`config.mk`:
```
export PLATFORM = sky130hd
export DESIGN_NAME = plot_arbiter
export DESIGN_NICKNAME = d
export VERILOG_FILES = /design/src/rtl/plot_arbiter.sv
export SDC_FILE = /design/constraint.sdc
export NUM_CORES = 1
export LEC_CHECK = 0
export BUFFER_PORTS_ARGS = -buffer_cell sky130_fd_sc_hd__buf_2
export CORE_MARGIN = 3
export CORE_UTILIZATION = 45
export CTS_CLUSTER_DIAMETER = 200
export DETAILED_ROUTE_END_ITERATION = 12
export PLACE_DENSITY = 0.94
export SLEW_MARGIN = 20
export SYNTH_ARGS = -nofsm -noshare
export SYNTH_HDL_FRONTEND = slang
export SYNTH_SLANG_ARGS = --single-unit
```
`constraint.sdc`:
```
create_clock -name clk -period 3.7 [get_ports clk]
set_input_delay 0.37 -clock clk [delete_from_list [all_inputs] [get_ports clk]]
set_output_delay 0.37 -clock clk [all_outputs]
set_load 0.05 [all_outputs]
```
`src/rtl/plot_arbiter.sv`:
```
// plot_arbiter
//
// Multiplexes up to four sprite-plotter pixel streams (obstacle FSMs, player
// drawer, background clearer) onto the single VGA adapter write port. Whole
// bursts are granted, one sprite per grant, in round-robin order so that no
// requester starves. The selected pixel is registered before the adapter.
//
// Optional feature (macro PLOT_ARBITER_TIMEOUT_EN): an idle-write watchdog
// releases a granted requester that stops writing for TIMEOUT cycles and
// sets the sticky timeout_err flag. Without the macro a stalled requester
// holds the port indefinitely and timeout_err is tied 0.
//
// Ports:
//   clk          system clock
//   resetn       synchronous active-low reset
//   req[3:0]     per-requester burst request, held until the burst ends
//   last[3:0]    per-requester "this write is the final pixel" flag
//   we_in[3:0]   per-requester pixel write strobe
//   x_in         packed x, requester k at [k*X_W +: X_W]
//   y_in         packed y, same packing
//   colour_in    packed colour, same packing
//   grant[3:0]   one-hot (or zero) burst grant, registered
//   x, y, colour registered pixel to the VGA adapter
//   writeEn      registered pixel write strobe to the adapter
//   busy         high while any grant is held
//   timeout_err  sticky forced-release flag (0 without the feature)

module plot_arbiter #(
    parameter int X_W     = 8,
    parameter int Y_W     = 7,
    parameter int C_W     = 3,
    parameter int TIMEOUT = 255
) (
    input  logic             clk,
    input  logic             resetn,
    input  logic [3:0]       req,
    input  logic [3:0]       last,
    input  logic [3:0]       we_in,
    input  logic [4*X_W-1:0] x_in,
    input  logic [4*Y_W-1:0] y_in,
    input  logic [4*C_W-1:0] colour_in,
    output logic [3:0]       grant,
    output logic [X_W-1:0]   x,
    output logic [Y_W-1:0]   y,
    output logic [C_W-1:0]   colour,
    output logic             writeEn,
    output logic             busy,
    output logic             timeout_err
);

    typedef enum logic [0:0] {StIdle, StBusy} state_t;

    state_t         r_state;
    logic   [3:0]   r_grant;
    logic   [1:0]   r_gidx;     // index of the current grant holder
    logic   [1:0]   r_ptr;      // round-robin highest-priority requester
    logic           r_busy;
    logic   [X_W-1:0] r_x;
    logic   [Y_W-1:0] r_y;
    logic   [C_W-1:0] r_colour;
    logic           r_we;

    state_t         w_state_nxt;
    logic   [3:0]   w_grant_nxt;
    logic   [1:0]   w_gidx_nxt;
    logic   [1:0]   w_ptr_nxt;
    logic           w_win_vld;
    logic   [1:0]   w_win_idx;
    logic           w_acc;
    logic           w_timeout;
    logic           w_release;

    // Round-robin search: scan ptr+3 down to ptr+0 so the nearest set bit
    // (lowest offset from ptr) is the last one written and therefore wins.
    always_comb begin
        w_win_vld = 1'b0;
        w_win_idx = r_ptr;
        for (int i = 3; i >= 0; i--) begin
            logic [1:0] idx;
            idx = r_ptr + 2'(i);
            if (req[idx]) begin
                w_win_vld = 1'b1;
                w_win_idx = idx;
            end
        end
    end

    // Only the grant holder's strobe is ever looked at; writes from anyone
    // else, including a requester whose grant is not yet visible, are dropped.
    assign w_acc = (r_state == StBusy) && we_in[r_gidx];

`ifdef PLOT_ARBITER_TIMEOUT_EN
    localparam int CNT_W = (TIMEOUT > 1) ? $clog2(TIMEOUT) : 1;

    logic [CNT_W-1:0] r_cnt;
    logic             r_timeout_err;

    // r_cnt counts idle BUSY cycles already seen; this cycle being idle as
    // well makes TIMEOUT idle cycles in a row.
    assign w_timeout = (r_state == StBusy) && !w_acc && (r_cnt == CNT_W'(TIMEOUT - 1));

    always_ff @(posedge clk) begin
        if (!resetn) begin
            r_cnt         <= '0;
            r_timeout_err <= 1'b0;
        end else begin
            // Cleared in IDLE so every BUSY entry starts from zero.
            if ((r_state != StBusy) || w_acc) begin
                r_cnt <= '0;
            end else begin
                r_cnt <= r_cnt + CNT_W'(1);
            end
            if (w_timeout) begin
                r_timeout_err <= 1'b1;
            end
        end
    end

    assign timeout_err = r_timeout_err;
`else
    assign w_timeout   = 1'b0;
    assign timeout_err = 1'b0;
`endif

    // Final pixel and dropped request in the same cycle give one release.
    assign w_release = (r_state == StBusy) &&
                       ((w_acc && last[r_gidx]) || !req[r_gidx] || w_timeout);

    always_comb begin
        w_state_nxt = r_state;
        w_grant_nxt = r_grant;
        w_gidx_nxt  = r_gidx;
        w_ptr_nxt   = r_ptr;
        unique case (r_state)
            StIdle: begin
                if (w_win_vld) begin
                    w_state_nxt = StBusy;
                    w_gidx_nxt  = w_win_idx;
                    w_grant_nxt = 4'b0001 << w_win_idx;
                end
            end
            StBusy: begin
                // Always returns through IDLE, so the grant never hops
                // directly between requesters.
                if (w_release) begin
                    w_state_nxt = StIdle;
                    w_grant_nxt = 4'b0000;
                    w_ptr_nxt   = r_gidx + 2'd1;
                end
            end
            default: begin
                w_state_nxt = StIdle;
                w_grant_nxt = 4'b0000;
            end
        endcase
    end

    always_ff @(posedge clk) begin
        if (!resetn) begin
            r_state  <= StIdle;
            r_grant  <= 4'b0000;
            r_gidx   <= 2'd0;
            r_ptr    <= 2'd0;
            r_busy   <= 1'b0;
            r_x      <= '0;
            r_y      <= '0;
            r_colour <= '0;
            r_we     <= 1'b0;
        end else begin
            r_state <= w_state_nxt;
            r_grant <= w_grant_nxt;
            r_gidx  <= w_gidx_nxt;
            r_ptr   <= w_ptr_nxt;
            r_busy  <= (w_state_nxt == StBusy);
            r_we    <= w_acc;
            // Coordinates hold their last value between accepted pixels.
            if (w_acc) begin
                r_x      <= x_in[r_gidx*X_W +: X_W];
                r_y      <= y_in[r_gidx*Y_W +: Y_W];
                r_colour <= colour_in[r_gidx*C_W +: C_W];
            end
        end
    end

    assign grant   = r_grant;
    assign busy    = r_busy;
    assign x       = r_x;
    assign y       = r_y;
    assign colour  = r_colour;
    assign writeEn = r_we;

endmodule

```
==> flow_metrics.py, run 1 <==
metrics = {
    "pwr": {
        "power_frac_comb": 0.405,
        "p_int_uw": 556,
        "clkPwrFrac": 0.183,
        "p_switching_uw": 319,
        "cellLeakagePower_uw": 0.00112,
        "peakVddDrop_uv": 230,
        "p_seq_frac": 0.412,
        "power_uw": 874,
        "sw_frac_of_total": 0.365,
        "power_density_nw_per_um2": 388,
    },
    "cells_and_area": {
        "drive_above_1_share": 0.537,
        "ff_latch_area_sq_um": 561,
        "area_growth_pct": 35.2,
        "multi_input_area_sq_um": 1000,
        "fin_nets": 345,
        "nFillCells": 289,
        "antenna_cells": 0,
    },
    "grt": {
        "gr-total-overflow": 0,
        "grt_usage": 0.207,
        "antenna_found_initial": 0,
        "grt_first_pass_wirelength_mm": 6.89,
        "grt_max_degree": 26,
        "first_global_vias": 1583,
    },
    "synthesis": {
        "synth.largest_area_cell": "dfxtp_1",
        "synthTopCellsByArea": "dfxtp_1, mux4_2, mux2i_1",
        "synth_area_per_cell_sq_um": 10.6,
        "yosysSeqAreaShare": 0.337,
        "synth_commonest_cells": "dfxtp_1, nor2_1, mux2i_1, mux4_2",
        "syn_nets": 243,
        "synth_edf_count": 0,
        "yosys_warnings": 0,
        "synth_ff_type": "dfxtp_1",
        "syn_area_sq_um": 1670,
        "synth-seq-cells": 28,
        "synth.distinct_cells": 37,
        "synth_top_area_frac": 0.337,
        "synthArstFlopShare": 0,
        "synth_cells": 157,
        "synth_most_common_cell": "dfxtp_1",
    },
    "drt": {
        "wl_met2_mm": 2.52,
        "final_antenna_net_count": 0,
        "drc_errors": 0,
        "vias": 1618,
        "top_layer": "met4",
        "drt_pass1_iterations": 5,
        "avgRoutedWirePerCell_um": 15.0,
        "routed_via_density": 5.34,
        "drt_wl_total_mm": 4.56,
        "met3_length_um": 362,
        "first_iter_violations": 66,
        "wl_met1_mm": 1.58,
    },
    "die": {
        "die_x_um": 66.8,
        "io_pins": 111,
        "die_y_um": 66.8,
        "core_area_sq_um": 3440,
        "fp-row-count": 21,
        "start_util": 0.484,
        "die_area_sq_um": 4470,
    },
    "timing": {
        "drv_slew": 0,
        "worst_pin_slew_ns": 0.801,
        "max-slew-margin-rel": 0.466,
        "finalCriticalPeriod_ns": 2.07,
        "setup_violations": 0,
        "rsz0062_at_grt": "no",
        "finalCritPeriodShare": 0.559,
        "hold_violations": 0,
        "finalSetupTns_ns": 0,
        "max_freq_ghz": 0.484,
        "skew_ns": 0.00329,
    },
    "clocking": {
        "cts_resized": 0,
        "clock_latency_ns": 0.27,
        "hold_buffers": 0,
        "cts.reportedPaths.clkPinSlew_ns": 0.09,
        "post-cts-setup-buffer-count": 0,
        "cts_buffers": 3,
        "cts_buffer_depth": 2,
        "tritoncts": "built",
        "cts_root_buf": "clkbuf_8",
        "htree_levels": 1,
        "cts_sinks": 28,
    },
    "setup_path": {
        "required_ns": 3.89,
        "crit_fanout": 8,
        "critPathArrivalTime_ns": 2.25,
        "worst_setup_path_end_kind": "flip-flop",
        "startpoint_type": "flip-flop",
        "crit_type": "reg -> reg",
    },
    "placed_design": {
        "dp_hpwl_mm": 3.73,
        "io_buffer_count": 109,
        "gp_congestion": 0.821,
    },
    "worst_hold_path": {
        "hold_path_class": "in -> reg",
    },
    "run_status": {
        "status": "complete, no violations",
    },
    "run": {
        "max_cap_violations": 0,
    },
}
[worst max-delay path: stages (launching register included)]
cell	delay, ns
dfxtp_1	0.53
mux2_4	0.35
a311o_1	0.35
and4_4	0.20
or2_1	0.32
a211oi_2	0.24
[power groups by stage]
stage / clock network [uW] / registers [uW] / logic, uW
6_report: 160 / 361 / 354
5_1_grt: 188 / 366 / 378
4_1_cts: 168 / 360 / 357
3_5_place_dp: 0 / 367 / 356
3_3_place_gp: 0 / 364 / 347
2_1_floorplan: 0 / 444 / 186
[through the flow]
stage / setup slack [ns] / std cells / hold WS (ns) / instance area [sq um] / utilization
floorplan: 1.78 / 157 / 0.637 / 1670 / -
CTS: 1.63 / 303 / 0.417 / 2250 / 0.654
global route: 1.56 / 303 / 0.424 / 2250 / 0.654
finish: 1.63 / 303 / 0.429 / 2250 / 0.654
global placement: 1.70 / 300 / 0.455 / 2210 / 0.642
detailed placement: 1.64 / 300 / 0.467 / 2210 / 0.642
[layer usage]
layer | global-route usage | vias up
met5 | 0 | -
met4 | 0.0863 | 0
met3 | 0.0337 | 8
met2 | 0.401 | 74
met1 | 0.216 | 748
li1 | - | 788
[flip-flops by register name (all words and copies together) (netlist names)]
register  flops
x             8
y             7
grant         4
colour        3
r_gidx        2
r_ptr         2
busy          1
writeEn       1
[worst paths after layout]
kind | end | slack (ns) | cells after the start | startpoint
worst max-delay path | r_ptr[0]$_SDFFE_PN0P_ | 1.63 | 5 | r_gidx[1]$_SDFFE_PN0P_
worst min register to register | grant[1]$_SDFFE_PN0P_ | 0.47 | 2 | grant[1]$_SDFFE_PN0P_
worst min-delay path | grant[3]$_SDFFE_PN0P_ | 0.43 | 3 | resetn
worst max register to register | r_ptr[0]$_SDFFE_PN0P_ | 1.63 | 5 | r_gidx[1]$_SDFFE_PN0P_
[layout make-up]
type | count | area share
Inverter | 6 | 0.0100
Timing Repair Buffer | 112 | 0.252
Tap cell | 46 | 0.0256
Sequential cell | 28 | 0.249
Clock buffer | 3 | 0.0183
Multi-Input combinational cell | 108 | 0.445
[cells by family (layout without fill, tap and decap cells)]
family	after synthesis	count (layout)	synth area share
muxes	38	38	0.367
other	1	1	0.00225
AOI/OAI and AO/OA	20	20	0.0894
buffers and inverters	21	121	0.0616
and+or+nand+nor	48	48	0.138
xor gates and xnor gates	1	1	0.00526
DFF	28	28	0.337
[placed cells by master, fill, tap and decap left out, types with 2 or more instances in the layout]
master	Yosys	layout
nor3_1	3	3
nand2_1	7	7
nand3_1	5	5
o22ai_1	5	5
inv_1	6	6
buf_4	1	3
mux2i_1	19	19
dfxtp_1	28	28
nor2_1	22	22
clkbuf_8	0	3
a211oi_2	2	2
buf_2	4	109
o211ai_1	3	3
a21oi_1	3	3
mux4_2	18	18
nor2b_1	2	2
(Power assumes the default switching activity.)
==> run 2, diff against run 1 <==
--- a/config.mk
+++ b/config.mk
@@ -7,10 +7,10 @@
 export LEC_CHECK = 0
 export BUFFER_PORTS_ARGS = -buffer_cell sky130_fd_sc_hd__buf_2
 export CORE_MARGIN = 3
-export CORE_UTILIZATION = 45
+export CORE_UTILIZATION = 42
 export CTS_CLUSTER_DIAMETER = 200
 export DETAILED_ROUTE_END_ITERATION = 12
-export PLACE_DENSITY = 0.94
+export PLACE_DENSITY = 0.89
 export SLEW_MARGIN = 20
 export SYNTH_ARGS = -nofsm -noshare
 export SYNTH_HDL_FRONTEND = slang
==> constraint.sdc (replaced) <==
create_clock -name clk -period 2.05 [get_ports clk]
set_input_delay 0.205 -clock clk [delete_from_list [all_inputs] [get_ports clk]]
set_output_delay 0.205 -clock clk [all_outputs]
set_load 0.05 [all_outputs]
==> flow_metrics.py, run 2 (same netlist as run 1, synthesis figures left out) <==
metrics = {
    "drt": {
        "first_iter_violations": 49,
        "vias": 1639,
        "routed_via_density": 5.30,
        "drt_wl_total_mm": 4.57,
        "drt_pass1_iterations": 4,
        "avgRoutedWirePerCell_um": 14.8,
        "final_antenna_net_count": 0,
        "drc_errors": 0,
    },
    "cells_and_area": {
        "fin_nets": 348,
        "postLayoutCoreUtil": 0.620,
        "area_growth_pct": 39.4,
        "antenna_cells": 0,
        "drive_above_1_share": 0.548,
        "layout_common_cells": "buf_2, dfxtp_1, nor2_1",
        "final_common_cell": "buf_2",
        "largest_reg_flops": 8,
        "nFillCells": 331,
    },
    "pwr": {
        "power_frac_comb": 0.381,
        "peakVddDrop_uv": 316,
        "sw_frac_of_total": 0.340,
        "power_density_nw_per_um2": 747,
        "p_seq_frac": 0.372,
        "p_int_uw": 1150,
        "cellLeakagePower_uw": 0.00116,
        "p_switching_uw": 589,
        "clkPwrFrac": 0.247,
    },
    "setup_path": {
        "worst_setup_path_end_kind": "flip-flop",
        "crit_type": "reg -> reg",
        "path_cells": "mux2_4 > a311o_1 > and4_4 > or2_1 > a211oi_2",
        "worst-path-buf-inv": 0,
        "r2r_start": "r_gidx[1]$_SDFFE_PN0P_",
        "setup.worst_path.start": "r_gidx[1]$_SDFFE_PN0P_",
        "critPathTopFamily": "compound AO/OA/AOI/OAI gates",
        "required_ns": 2.25,
        "startpoint_type": "flip-flop",
        "cp_slowest_cell": "dfxtp_1",
        "crit_fanout": 7,
        "cpPeakStageDelay_ns": 0.38,
        "critPathArrivalTime_ns": 2.11,
    },
    "die": {
        "core_area_sq_um": 3740,
        "die_area_sq_um": 4760,
        "die_y_um": 69.0,
        "fp-row-count": 22,
        "io_pins": 111,
        "start_util": 0.445,
        "die_x_um": 69.0,
    },
    "clocking": {
        "hold_buffers": 0,
        "tritoncts": "built",
        "htree_levels": 1,
        "cts.reportedPaths.clkPinSlew_ns": 0.10,
        "cts_root_buf": "clkbuf_8",
        "clock_latency_ns": 0.27,
        "cts_sinks": 28,
        "cts_buffer_depth": 2,
        "cts_resized": 0,
        "post-cts-setup-buffer-count": 0,
        "cts_buffers": 3,
    },
    "timing": {
        "rsz0062_at_grt": "no",
        "hold_violations": 0,
        "max-slew-margin-rel": 0.503,
        "drv_slew": 0,
        "setup_violations": 0,
        "finalCriticalPeriod_ns": 1.91,
        "worst_pin_slew_ns": 0.746,
        "finalSetupTns_ns": 0,
        "finalCritPeriodShare": 0.930,
        "max_freq_ghz": 0.525,
        "skew_ns": 0.00608,
    },
    "run": {
        "max_cap_violations": 0,
    },
    "grt": {
        "first_global_vias": 1541,
        "grt_usage": 0.182,
        "grt_max_degree": 25,
        "gr-total-overflow": 0,
        "grt_first_pass_wirelength_mm": 6.58,
        "antenna_found_initial": 0,
    },
    "worst_hold_path": {
        "hold_path_class": "in -> reg",
        "hp-start": "resetn",
    },
    "placed_design": {
        "dp_hpwl_mm": 3.71,
        "gp_congestion": 0.821,
        "io_buffer_count": 109,
    },
    "run_status": {
        "status": "complete, no violations",
    },
}
run 2: cell type report:
type / count / area [sq um] / area share
clock buffer: 3 / 41.3 / 0.0178
timing repair buffer: 115 / 603 / 0.260
clock inverter: 1 / 30.0 / 0.0129
inverter: 6 / 22.5 / 0.00970
sequential: 28 / 562 / 0.242
multi-input combinational: 108 / 1000 / 0.432
tap: 48 / 60.1 / 0.0259
run 2: routing by layer:
layer | wire length (um) | vias up | global-route usage
met5 | 0 | - | 0
met4 | 25 | 0 | 0.0511
met1 | 1650 | 771 | 0.200
met3 | 471 | 2 | 0.0405
met2 | 2420 | 75 | 0.345
li1 | - | 791 | -
run 2: worst paths after layout:
check	endpoint	cells after the start	slack, ns
worst min register to register	grant[2]$_SDFFE_PN0P_	2	0.47
worst max register to register	r_ptr[0]$_SDFFE_PN0P_	5	0.14
worst max-delay path	r_ptr[0]$_SDFFE_PN0P_	5	0.14
worst min-delay path	grant[3]$_SDFFE_PN0P_	3	0.26
run 2: tightest hold or removal path: cells and delay by family:
family / cells / cell delay (ns)
compound gates: 1 / 0.06
buf+inv: 1 / 0.14
simple gates: 1 / 0.07
run 2: per-stage QoR:
step                      hold WS [ns]  power (uW)  setup slack (ns)  instance area [sq um]  cells
final                            0.255        1730             0.145                   2320    309
after global routing             0.267        1830            0.0803                   2320    309
after CTS                        0.248        1760             0.145                   2320    309
after detailed placement         0.461        1320             0.161                   2250    305
after global placement           0.452        1300             0.220                   2250    305
after floorplan                  0.502        1140             0.132                   1670    157
run 2: power groups by stage:
stage                     logic [uW]  registers [uW]  clock network [uW]
after floorplan                  335             801                   0
after global placement           649             654                   0
after detailed placement         666             658                   0
after CTS                        666             646                 446
after global routing             709             654                 466
final                            661             646                 428
==> run 3, diff against run 2 <==
--- a/config.mk
+++ b/config.mk
@@ -5,9 +5,10 @@
 export SDC_FILE = /design/constraint.sdc
 export NUM_CORES = 1
 export LEC_CHECK = 0
+export ABC_AREA = 1
 export BUFFER_PORTS_ARGS = -buffer_cell sky130_fd_sc_hd__buf_2
 export CORE_MARGIN = 3
-export CORE_UTILIZATION = 42
+export CORE_UTILIZATION = 44
 export CTS_CLUSTER_DIAMETER = 200
 export DETAILED_ROUTE_END_ITERATION = 12
 export PLACE_DENSITY = 0.89
==> flow_metrics.py, run 3 <==
metrics = {
    "synthesis": {
        "synthArstFlopShare": 0,
        "yosysSeqAreaShare": 0.293,
        "synth_commonest_cells": "nor2_1, o21ai_0, nand2_1, dfxtp_1, a31oi_1",
        "synth_edf_count": 0,
        "yosys_warnings": 0,
        "syn_area_sq_um": 1910,
        "synth_ff_type": "dfxtp_1",
        "synth_most_common_cell": "nor2_1",
        "synth_cells": 308,
        "synthTopCellsByArea": "dfxtp_1, nor2_1, o21ai_0",
        "synth.distinct_cells": 25,
        "syn_nets": 394,
        "synth-seq-cells": 28,
        "synth.largest_area_cell": "dfxtp_1",
        "synth_area_per_cell_sq_um": 6.22,
        "synth_top_area_frac": 0.293,
    },
    "cells_and_area": {
        "fin_nets": 493,
        "antenna_cells": 0,
        "layout_common_cells": "buf_2, nor2_1, o21ai_0",
        "fin_cells": 456,
        "largest_reg_flops": 8,
        "final_common_cell": "buf_2",
        "fin_area_sq_um": 2510,
        "postLayoutCoreUtil": 0.615,
        "drive_above_1_share": 0.367,
        "area_growth_pct": 31.2,
    },
    "die": {
        "die_y_um": 72.0,
        "core_area_sq_um": 4090,
        "die_x_um": 72.0,
        "io_pins": 111,
        "fp-row-count": 23,
        "start_util": 0.468,
        "die_area_sq_um": 5180,
    },
    "setup_path": {
        "required_ns": 2.20,
        "cpPeakStageDelay_ns": 0.44,
        "r2r_slack_ns": 0.34,
        "critPathArrivalTime_ns": 1.86,
        "worst_setup_path_end_kind": "flip-flop",
        "crit_type": "reg -> reg",
        "cp_slowest_cell": "dfxtp_1",
        "critPathTopFamily": "compound AO/OA/AOI/OAI gates",
        "worst-path-buf-inv": 2,
        "crit_fanout": 36,
        "startpoint_type": "flip-flop",
        "path_cells": "inv_4 > o21ai_1 > o21ai_2 > nand2_2 > clkinv_2 > o21ai_0 > a31oi_1",
    },
    "clocking": {
        "cts_buffers": 3,
        "clock_latency_ns": 0.27,
        "cts_sinks": 28,
        "hold_buffers": 0,
        "cts_buffer_depth": 2,
        "cts_root_buf": "clkbuf_8",
        "tritoncts": "built",
        "htree_levels": 1,
        "cts.reportedPaths.clkPinSlew_ns": 0.10,
        "cts_resized": 0,
        "post-cts-setup-buffer-count": 0,
    },
    "timing": {
        "skew_ns": 0.00789,
        "setup_violations": 0,
        "drv_slew": 0,
        "rsz0062_at_grt": "no",
        "worst_slack_ns": 0.343,
        "hold_violations": 0,
        "finalCritPeriodShare": 0.833,
        "finalCriticalPeriod_ns": 1.71,
        "max_freq_ghz": 0.586,
        "finalSetupTns_ns": 0,
    },
    "drt": {
        "final_antenna_net_count": 0,
        "drc_errors": 0,
        "avgRoutedWirePerCell_um": 12.0,
        "drt_wl_total_mm": 5.48,
        "vias": 2350,
        "routed_via_density": 5.15,
        "first_iter_violations": 166,
        "drt_pass1_iterations": 6,
    },
    "placed_design": {
        "pre_cts_slack_ns": 0.363,
        "gp_congestion": 0.884,
        "io_buffer_count": 109,
        "dpl_cell_area_sq_um": 2440,
        "dp_hpwl_mm": 4.32,
        "dpl.cell_count": 452,
    },
    "grt": {
        "first_global_vias": 2132,
        "grtUsageMet1": 0.255,
        "grtUsageMet3": 0.0388,
        "top_usage_layer": "met2",
        "grt_first_pass_wirelength_mm": 8.94,
        "antenna_found_initial": 0,
        "gr-usage-met2": 0.371,
        "gr-total-overflow": 0,
        "grt_max_degree": 37,
        "grt_usage": 0.211,
    },
    "worst_hold_path": {
        "hold_path_class": "in -> reg",
    },
    "pwr": {
        "power_density_nw_per_um2": 1260,
        "peakVddDrop_uv": 597,
        "cellLeakagePower_uw": 0.00128,
    },
    "run": {
        "max_cap_violations": 0,
    },
    "run_status": {
        "status": "complete, no violations",
    },
}
## run 3: cell count changes in the layout (fill, tap and decap cells not counted), sizes merged, moves of 7 or more
cell,before,now
o21ai,2,67
nor2,22,81
nand2,7,53
a31oi,0,18
mux4,18,0
mux2i,19,0
inv,6,13
nand3,5,15
## run 3: tightest hold or removal path, delay by kind of cell
kind                   cells  cell delay (ns)
AOI/OAI and AO/OA          2             0.20
buffers and inverters      1             0.07
## run 3: final cells by class
| type | instances | area, sq um |
|---|---|---|
| inverter | 14 | 58.8 |
| tap | 50 | 62.6 |
| clock buffer | 3 | 41.3 |
| timing repair buffer | 115 | 591 |
| sequential | 28 | 561 |
| multi-input combinational | 245 | 1170 |
| clock inverter | 1 | 30.0 |
| fill | 372 | 1580 |
## run 3: per-layer routing
layer,vias up,share of wire
met3,6,0.085
li1,1217,-
met2,92,0.49
met1,1035,0.41
met4,0,0.016
met5,-,0
## run 3: path summary, 6_finish.rpt
kind / from / to / depth (start not counted)
worst max-delay path: r_gidx[0]$_SDFFE_PN0P_ / y[3]$_SDFFE_PN0P_ / 7
worst min-delay path: x_in[26] / x[2]$_SDFFE_PN0P_ / 3
worst max register to register: r_gidx[0]$_SDFFE_PN0P_ / y[3]$_SDFFE_PN0P_ / 7
worst min register to register: grant[1]$_SDFFE_PN0P_ / grant[1]$_SDFFE_PN0P_ / 2
## run 3: logic make-up (layout without fill, tap and decap cells)
group,after synthesis,after routing,share of synthesized area
and+or+nand+nor,149,149,0.333
AOI/OAI and AO/OA,94,94,0.270
xor gates and xnor gates,1,1,0.00458
buffers and inverters,35,133,0.0974
other,1,1,0.00196
DFF,28,28,0.293
## run 3: per-stage QoR
step | total power, uW | hold slack (ns)
after CTS | 3170 | 0.240
after global placement | 2700 | 0.477
after detailed placement | 2740 | 0.483
after global routing | 3420 | 0.253
after floorplan | 2360 | 0.343
final | 3160 | 0.240
## run 3: power by group
part           total (uW)  switching (uW)  internal (uW)
registers             806             108            698
logic                1920            1350            570
clock network         431             170            261
